**src/rtl/standby_ctrl_if.sv**
```systemverilog
// Signal bundle between the standby sequencer and the core-side logic.
// The master drives the requests and wakeups, the slave is the controller.
interface standby_ctrl_if #(
    parameter int N = 5
);
    logic         sleep_req;
    logic [N-1:0] wakeup;
    logic [N-1:0] wakeup_en;
    logic         idle;
    logic         clk_en;
    logic         halt;
    logic         sleeping;
    logic         abort;
    logic [N-1:0] wake_cause;
    logic [2:0]   state;

    modport master (
        output sleep_req, wakeup, wakeup_en, idle,
        input  clk_en, halt, sleeping, abort, wake_cause, state
    );

    modport slave (
        input  sleep_req, wakeup, wakeup_en, idle,
        output clk_en, halt, sleeping, abort, wake_cause, state
    );
endinterface

```
**src/rtl/standby_ctrl.sv**
```systemverilog
// RUN -> DRAIN -> HOLD -> SLEEP -> WAKE -> RUN standby sequencer.
// Runs on free-running clkin and drives the core clock gate enable.
module standby_ctrl #(
    parameter int N        = 5,
    parameter int PD       = 5,
    parameter int WAKE_CYC = 2,
    parameter int DRAIN_TO = 256
) (
    input  logic          clkin,
    input  logic          nreset,
    standby_ctrl_if.slave bus
);
    typedef enum logic [2:0] {
        RUN   = 3'd0,
        DRAIN = 3'd1,
        HOLD  = 3'd2,
        SLEEP = 3'd3,
        WAKE  = 3'd4
    } state_e;

    localparam logic [15:0] PD_M1  = 16'(PD - 1);
    localparam logic [15:0] WK_M1  = 16'(WAKE_CYC - 1);
    localparam logic [15:0] DTO_M1 = 16'(DRAIN_TO - 1);

    state_e       state_q, state_d;
    logic [15:0]  drn_q, drn_d;
    logic [15:0]  cnt_q, cnt_d;
    logic [N-1:0] wc_q, wc_d;
    logic         abort_q, abort_d;
    logic [N-1:0] wakeup_q;
    logic         sleep_q;

    logic [N-1:0] wake_vec;
    logic         wake;
    logic         sreq_rise;

    assign wake_vec  = bus.wakeup & ~wakeup_q & bus.wakeup_en;
    assign wake      = |wake_vec;
    assign sreq_rise = bus.sleep_req & ~sleep_q;

    always_ff @(posedge clkin or negedge nreset) begin
        if (!nreset) begin
            state_q  <= RUN;
            drn_q    <= '0;
            cnt_q    <= '0;
            wc_q     <= '0;
            abort_q  <= 1'b0;
            wakeup_q <= '0;
            sleep_q  <= 1'b0;
        end else begin
            state_q  <= state_d;
            drn_q    <= drn_d;
            cnt_q    <= cnt_d;
            wc_q     <= wc_d;
            abort_q  <= abort_d;
            wakeup_q <= bus.wakeup;
            sleep_q  <= bus.sleep_req;
        end
    end

    // cnt_q serves as the HOLD countdown and the WAKE countdown.
    always_comb begin
        state_d = state_q;
        drn_d   = drn_q;
        cnt_d   = cnt_q;
        wc_d    = wc_q;
        abort_d = 1'b0;
        unique case (state_q)
            RUN: begin
                if (sreq_rise) begin
                    state_d = DRAIN;
                    wc_d    = '0;
                    drn_d   = '0;
                end
            end
            DRAIN: begin
                wc_d = wc_q | wake_vec;
                if (wake) begin
                    state_d = RUN;
                end else if (bus.idle) begin
                    state_d = HOLD;
                    cnt_d   = PD_M1;
                end else if (DRAIN_TO != 0 && drn_q == DTO_M1) begin
                    state_d = RUN;
                    abort_d = 1'b1;
                end else begin
                    drn_d = drn_q + 16'd1;
                end
            end
            HOLD: begin
                wc_d = wc_q | wake_vec;
                if (wake) begin
                    state_d = RUN;
                end else if (!bus.idle) begin
                    state_d = DRAIN;
                end else if (cnt_q == 16'd0) begin
                    state_d = SLEEP;
                end else begin
                    cnt_d = cnt_q - 16'd1;
                end
            end
            SLEEP: begin
                wc_d = wc_q | wake_vec;
                if (wake || !bus.sleep_req) begin
                    state_d = WAKE;
                    cnt_d   = WK_M1;
                end
            end
            WAKE: begin
                if (cnt_q == 16'd0) begin
                    state_d = RUN;
                end else begin
                    cnt_d = cnt_q - 16'd1;
                end
            end
            default: state_d = RUN;
        endcase
    end

    assign bus.clk_en     = (state_q != SLEEP);
    assign bus.halt       = (state_q != RUN);
    assign bus.sleeping   = (state_q == SLEEP);
    assign bus.abort      = abort_q;
    assign bus.wake_cause = wc_q;
    assign bus.state      = state_q;
endmodule

```
**src/flat_wrapper.sv**
```systemverilog
// flat-port wrapper written by rule: the top's interface ports become plain ports
module standby_ctrl_flat 
#(
    parameter int N        = 5,
    parameter int PD       = 5,
    parameter int WAKE_CYC = 2,
    parameter int DRAIN_TO = 256
)
  (clkin, nreset, bus_sleep_req, bus_wakeup, bus_wakeup_en, bus_idle, bus_clk_en, bus_halt, bus_sleeping, bus_abort, bus_wake_cause, bus_state);
  standby_ctrl_if #(.N(N)) bus_i ();
  input  logic clkin;
  input  logic nreset;
  input wire logic [$bits(bus_i.sleep_req)-1:0] bus_sleep_req;
  input wire logic [$bits(bus_i.wakeup)-1:0] bus_wakeup;
  input wire logic [$bits(bus_i.wakeup_en)-1:0] bus_wakeup_en;
  input wire logic [$bits(bus_i.idle)-1:0] bus_idle;
  output wire logic [$bits(bus_i.clk_en)-1:0] bus_clk_en;
  output wire logic [$bits(bus_i.halt)-1:0] bus_halt;
  output wire logic [$bits(bus_i.sleeping)-1:0] bus_sleeping;
  output wire logic [$bits(bus_i.abort)-1:0] bus_abort;
  output wire logic [$bits(bus_i.wake_cause)-1:0] bus_wake_cause;
  output wire logic [$bits(bus_i.state)-1:0] bus_state;
  assign bus_i.sleep_req = bus_sleep_req;
  assign bus_i.wakeup = bus_wakeup;
  assign bus_i.wakeup_en = bus_wakeup_en;
  assign bus_i.idle = bus_idle;
  assign bus_clk_en = bus_i.clk_en;
  assign bus_halt = bus_i.halt;
  assign bus_sleeping = bus_i.sleeping;
  assign bus_abort = bus_i.abort;
  assign bus_wake_cause = bus_i.wake_cause;
  assign bus_state = bus_i.state;
  standby_ctrl #(.N(N), .PD(PD), .WAKE_CYC(WAKE_CYC), .DRAIN_TO(DRAIN_TO)) u_core (.clkin(clkin), .nreset(nreset), .bus(bus_i));
endmodule
```
**config.mk**
```make
export PLATFORM = sky130hd
export DESIGN_NAME = standby_ctrl_flat
export DESIGN_NICKNAME = d
export VERILOG_FILES = /design/src/rtl/standby_ctrl_if.sv /design/src/rtl/standby_ctrl.sv /design/src/flat_wrapper.sv
export SDC_FILE = /design/constraint.sdc
export NUM_CORES = 1
export LEC_CHECK = 0
export ABC_AREA = 1
export CAP_MARGIN = 20
export CORE_ASPECT_RATIO = 1.2
export CORE_UTILIZATION = 40
export CTS_CLUSTER_SIZE = 28
export DETAILED_ROUTE_END_ITERATION = 10
export DONT_BUFFER_PORTS = 1
export PLACE_DENSITY_LB_ADDON = 0.25
export SLEW_MARGIN = 20
export SYNTH_ARGS = -nofsm -noshare
export SYNTH_HDL_FRONTEND = slang
export SYNTH_SLANG_ARGS = --single-unit
```
**constraint.sdc**
```tcl
create_clock -name clkin -period 2.1 [get_ports clkin]
set_input_delay 0.42 -clock clkin [delete_from_list [all_inputs] [get_ports clkin]]
set_output_delay 0.42 -clock clkin [all_outputs]
set_load 0.02 [all_outputs]
```
==> out/metrics.csv <==
metric;value;unit
outcome;complete, no violations;
yosysUniqueCellTypes;32;
syn-cell-area;2953;um^2
fin_tns_setup;0;ps
grt.total_usage;19.17;%
rsz0062_at_grt;no;
clockRootBuffer;clkbuf_8;
chipHeight;96.12;um
syn_nets;442;
grt_busiest_layer;met2;
io_buffer_count;0;
routedWlPerCell;12.83;um
num_antenna_cells;0;
clock_latency;300;ps
synth-main-ff-cell;dfrtp_1;
fmax;0.5398;GHz
cts_sinks;47;
yosysMostFrequentCell;nand2_1;
skew;10.39;ps
startpoint_type;flip-flop;
numCtsBuffers;5;
ys_top_cells_by_count;132 x nand2_1, 82 x nor2_1, 55 x nand3_1;
synth_warnings;0;
ir_drop;1115;uV
place.gp.congestion;0.8530;
met1_usage;21.56;%
worst_pin_slew;497.9;ps
hpwl;5.006;mm
ys_async_sr_fraction;100.0;%
yosysTopAreaCell;dfrtp_1;
viasPerCell;5.013;
met2_usage;36.37;%
grt_overflow;0;
finalMaxSlewViolations;0;
stdcell_count;524;
setup_viol;0;
antenna_left;0;
die-area;7731;um^2
cp-end-kind;flip-flop;
leakagePower;1.654;nW
drc;0;
antenna_found_initial;0;
routed_wl;6.722;mm
cts_resized;0;
drt_iter0_markers;75;
start_util;42.32;%
grt_pass1_wl;11.53;mm
dr.pass1.iters;4;
drv_cap;0;
dp_cells;514;
synth_edf_count;0;
grt_max_degree;48;
max_slew_margin;66.77;%
period_share;88.22;%
core;6978;um^2
arrival;2050;ps
rows;33;
final_nets;452;
cts_buffer_depth;2;
via_count;2627;
hold_viol_final;0;
synth_top_area_share;39.83;%
period_minus_slack;1853;ps
hold_class;in2reg;
die_width;80.43;um
htreeDepth;2;
critical_path_peak_fanout;17;
yosys-top-cells-area;dfrtp_1 40%, nand2_1 17%, nor2_1 10%;
path_class;reg2reg;
p_per_area;1539;nW/um^2
synthToLayoutAreaGrowth;8.771;%
ys_seq_area_share;39.83;%
post-cts-setup-buffer-count;0;
io-pin-count;26;
grt_pass1_vias;2540;
synth.avg_cell_area;6.932;um^2
worstPathRequired;2300;ps
met3_usage;3.223;%
syn_inst;426;
clkTransAtPathRegs;100;ps
synth_seq_cells;47;
drive_gt1_share;8.238;%
cts_tree;yes;
state kept, by name, indices dropped and copies added (netlist names):
register and flops:
u_core.drn_q 16, u_core.sleep_q 1, u_core.wakeup_q 5, u_core.bus.state 3
u_core.bus.wake_cause 5, u_core.bus.abort 1, u_core.cnt_q 16
timing repair:
item / 4_1_cts / 5_1_grt
hold buffers: 2 / 0
endpoints found under the hold margin: 47 / 0
endpoints found under the setup margin: 0 / 0
cell usage in the layout (no fill, tap or decap), types with 2 or more instances in the layout:
master,netlist,layout
a21oi_1,3,3
buf_4,3,11
clkbuf_8,0,6
dfrtp_1,47,47
ha_1,2,2
inv_1,37,37
nand2_1,132,132
nand2_2,2,2
nand2_4,3,3
nand3_1,55,55
nand3_2,2,2
nand3b_1,2,2
nand4_1,3,3
nor2_1,82,82
nor2_4,3,3
nor3_1,2,2
nor3b_1,2,2
o21a_1,5,5
o21ai_0,3,3
o21ai_1,6,6
or2_2,2,2
xnor2_1,5,5
xor2_1,11,11
per-stage QoR:
stage               setup WS (ps)  hold slack [ps]  area (um^2)  power, mW  util, %
floorplan                   404.5            124.4         2953      3.728        -
global placement            263.6            125.5         3075      4.297    44.07
detailed placement          255.1            125.8         3075      4.365    44.07
CTS                         238.0            126.7         3212      4.994    46.03
global route                106.6            118.7         3212      5.459    46.03
finish                      247.3            133.0         3212      4.944    46.03
worst paths after layout:
path / from / to / slack (ps) / depth (start not counted)
worst max-delay path: u_core.bus.state[2] / u_core.cnt_q[0] / 250 / 9
worst min-delay path: bus_wakeup[1] / u_core.wakeup_q[1] / 130 / 0
worst max register to register: u_core.bus.state[2] / u_core.cnt_q[0] / 250 / 9
worst min register to register: u_core.cnt_q[1] / u_core.cnt_q[1] / 480 / 2
max in group asynchronous: nreset / u_core.bus.state[0] / 1260 / 2
min in group asynchronous: nreset / u_core.drn_q[7] / 620 / 2
layout make-up:
type                    instances  area (um^2)
fillers                       712         3766
clock buffers                   6        82.58
well taps                      87        108.9
inverters                      38        142.6
clock inverters                 2        16.27
flip-flops and latches         47         1176
repair buffers                 13        120.1
multi-input cells             331         1565
cells by family after synthesis:
| kind of cell | count (synthesis) | share of synthesized area (%) |
|---|---|---|
| buffers and inverters | 48 | 7.161 |
| adders and majority gates | 2 | 0.8473 |
| and+or+nand+nor | 294 | 43.69 |
| xor gates and xnor gates | 16 | 4.746 |
| AOI/OAI and AO/OA | 19 | 3.729 |
| DFF | 47 | 39.83 |
metal layers:
metal	up-vias	share of wire, %
met1	1233	43
met2	31	53
met3	7	2.9
met5	-	0
li1	1356	-
met4	0	1.1
worst max-delay path: stages (launching register included):
cell and delay, ps:
dfrtp_1 450, inv_1 150, nand3_2 140, nor2_1 50, nand3_1 120, nand2_2 80, nor2_4 370, nand2_4 210
nand2_1 110, nand2_1 50
report_power, final:
group / internal [mW] / total [mW] / switching [mW]
logic: 0.954 / 2.92 / 1.97
registers: 1.12 / 1.43 / 0.311
clock network: 0.269 / 0.592 / 0.322
Note: power is estimated with default switching activity, not from simulation.
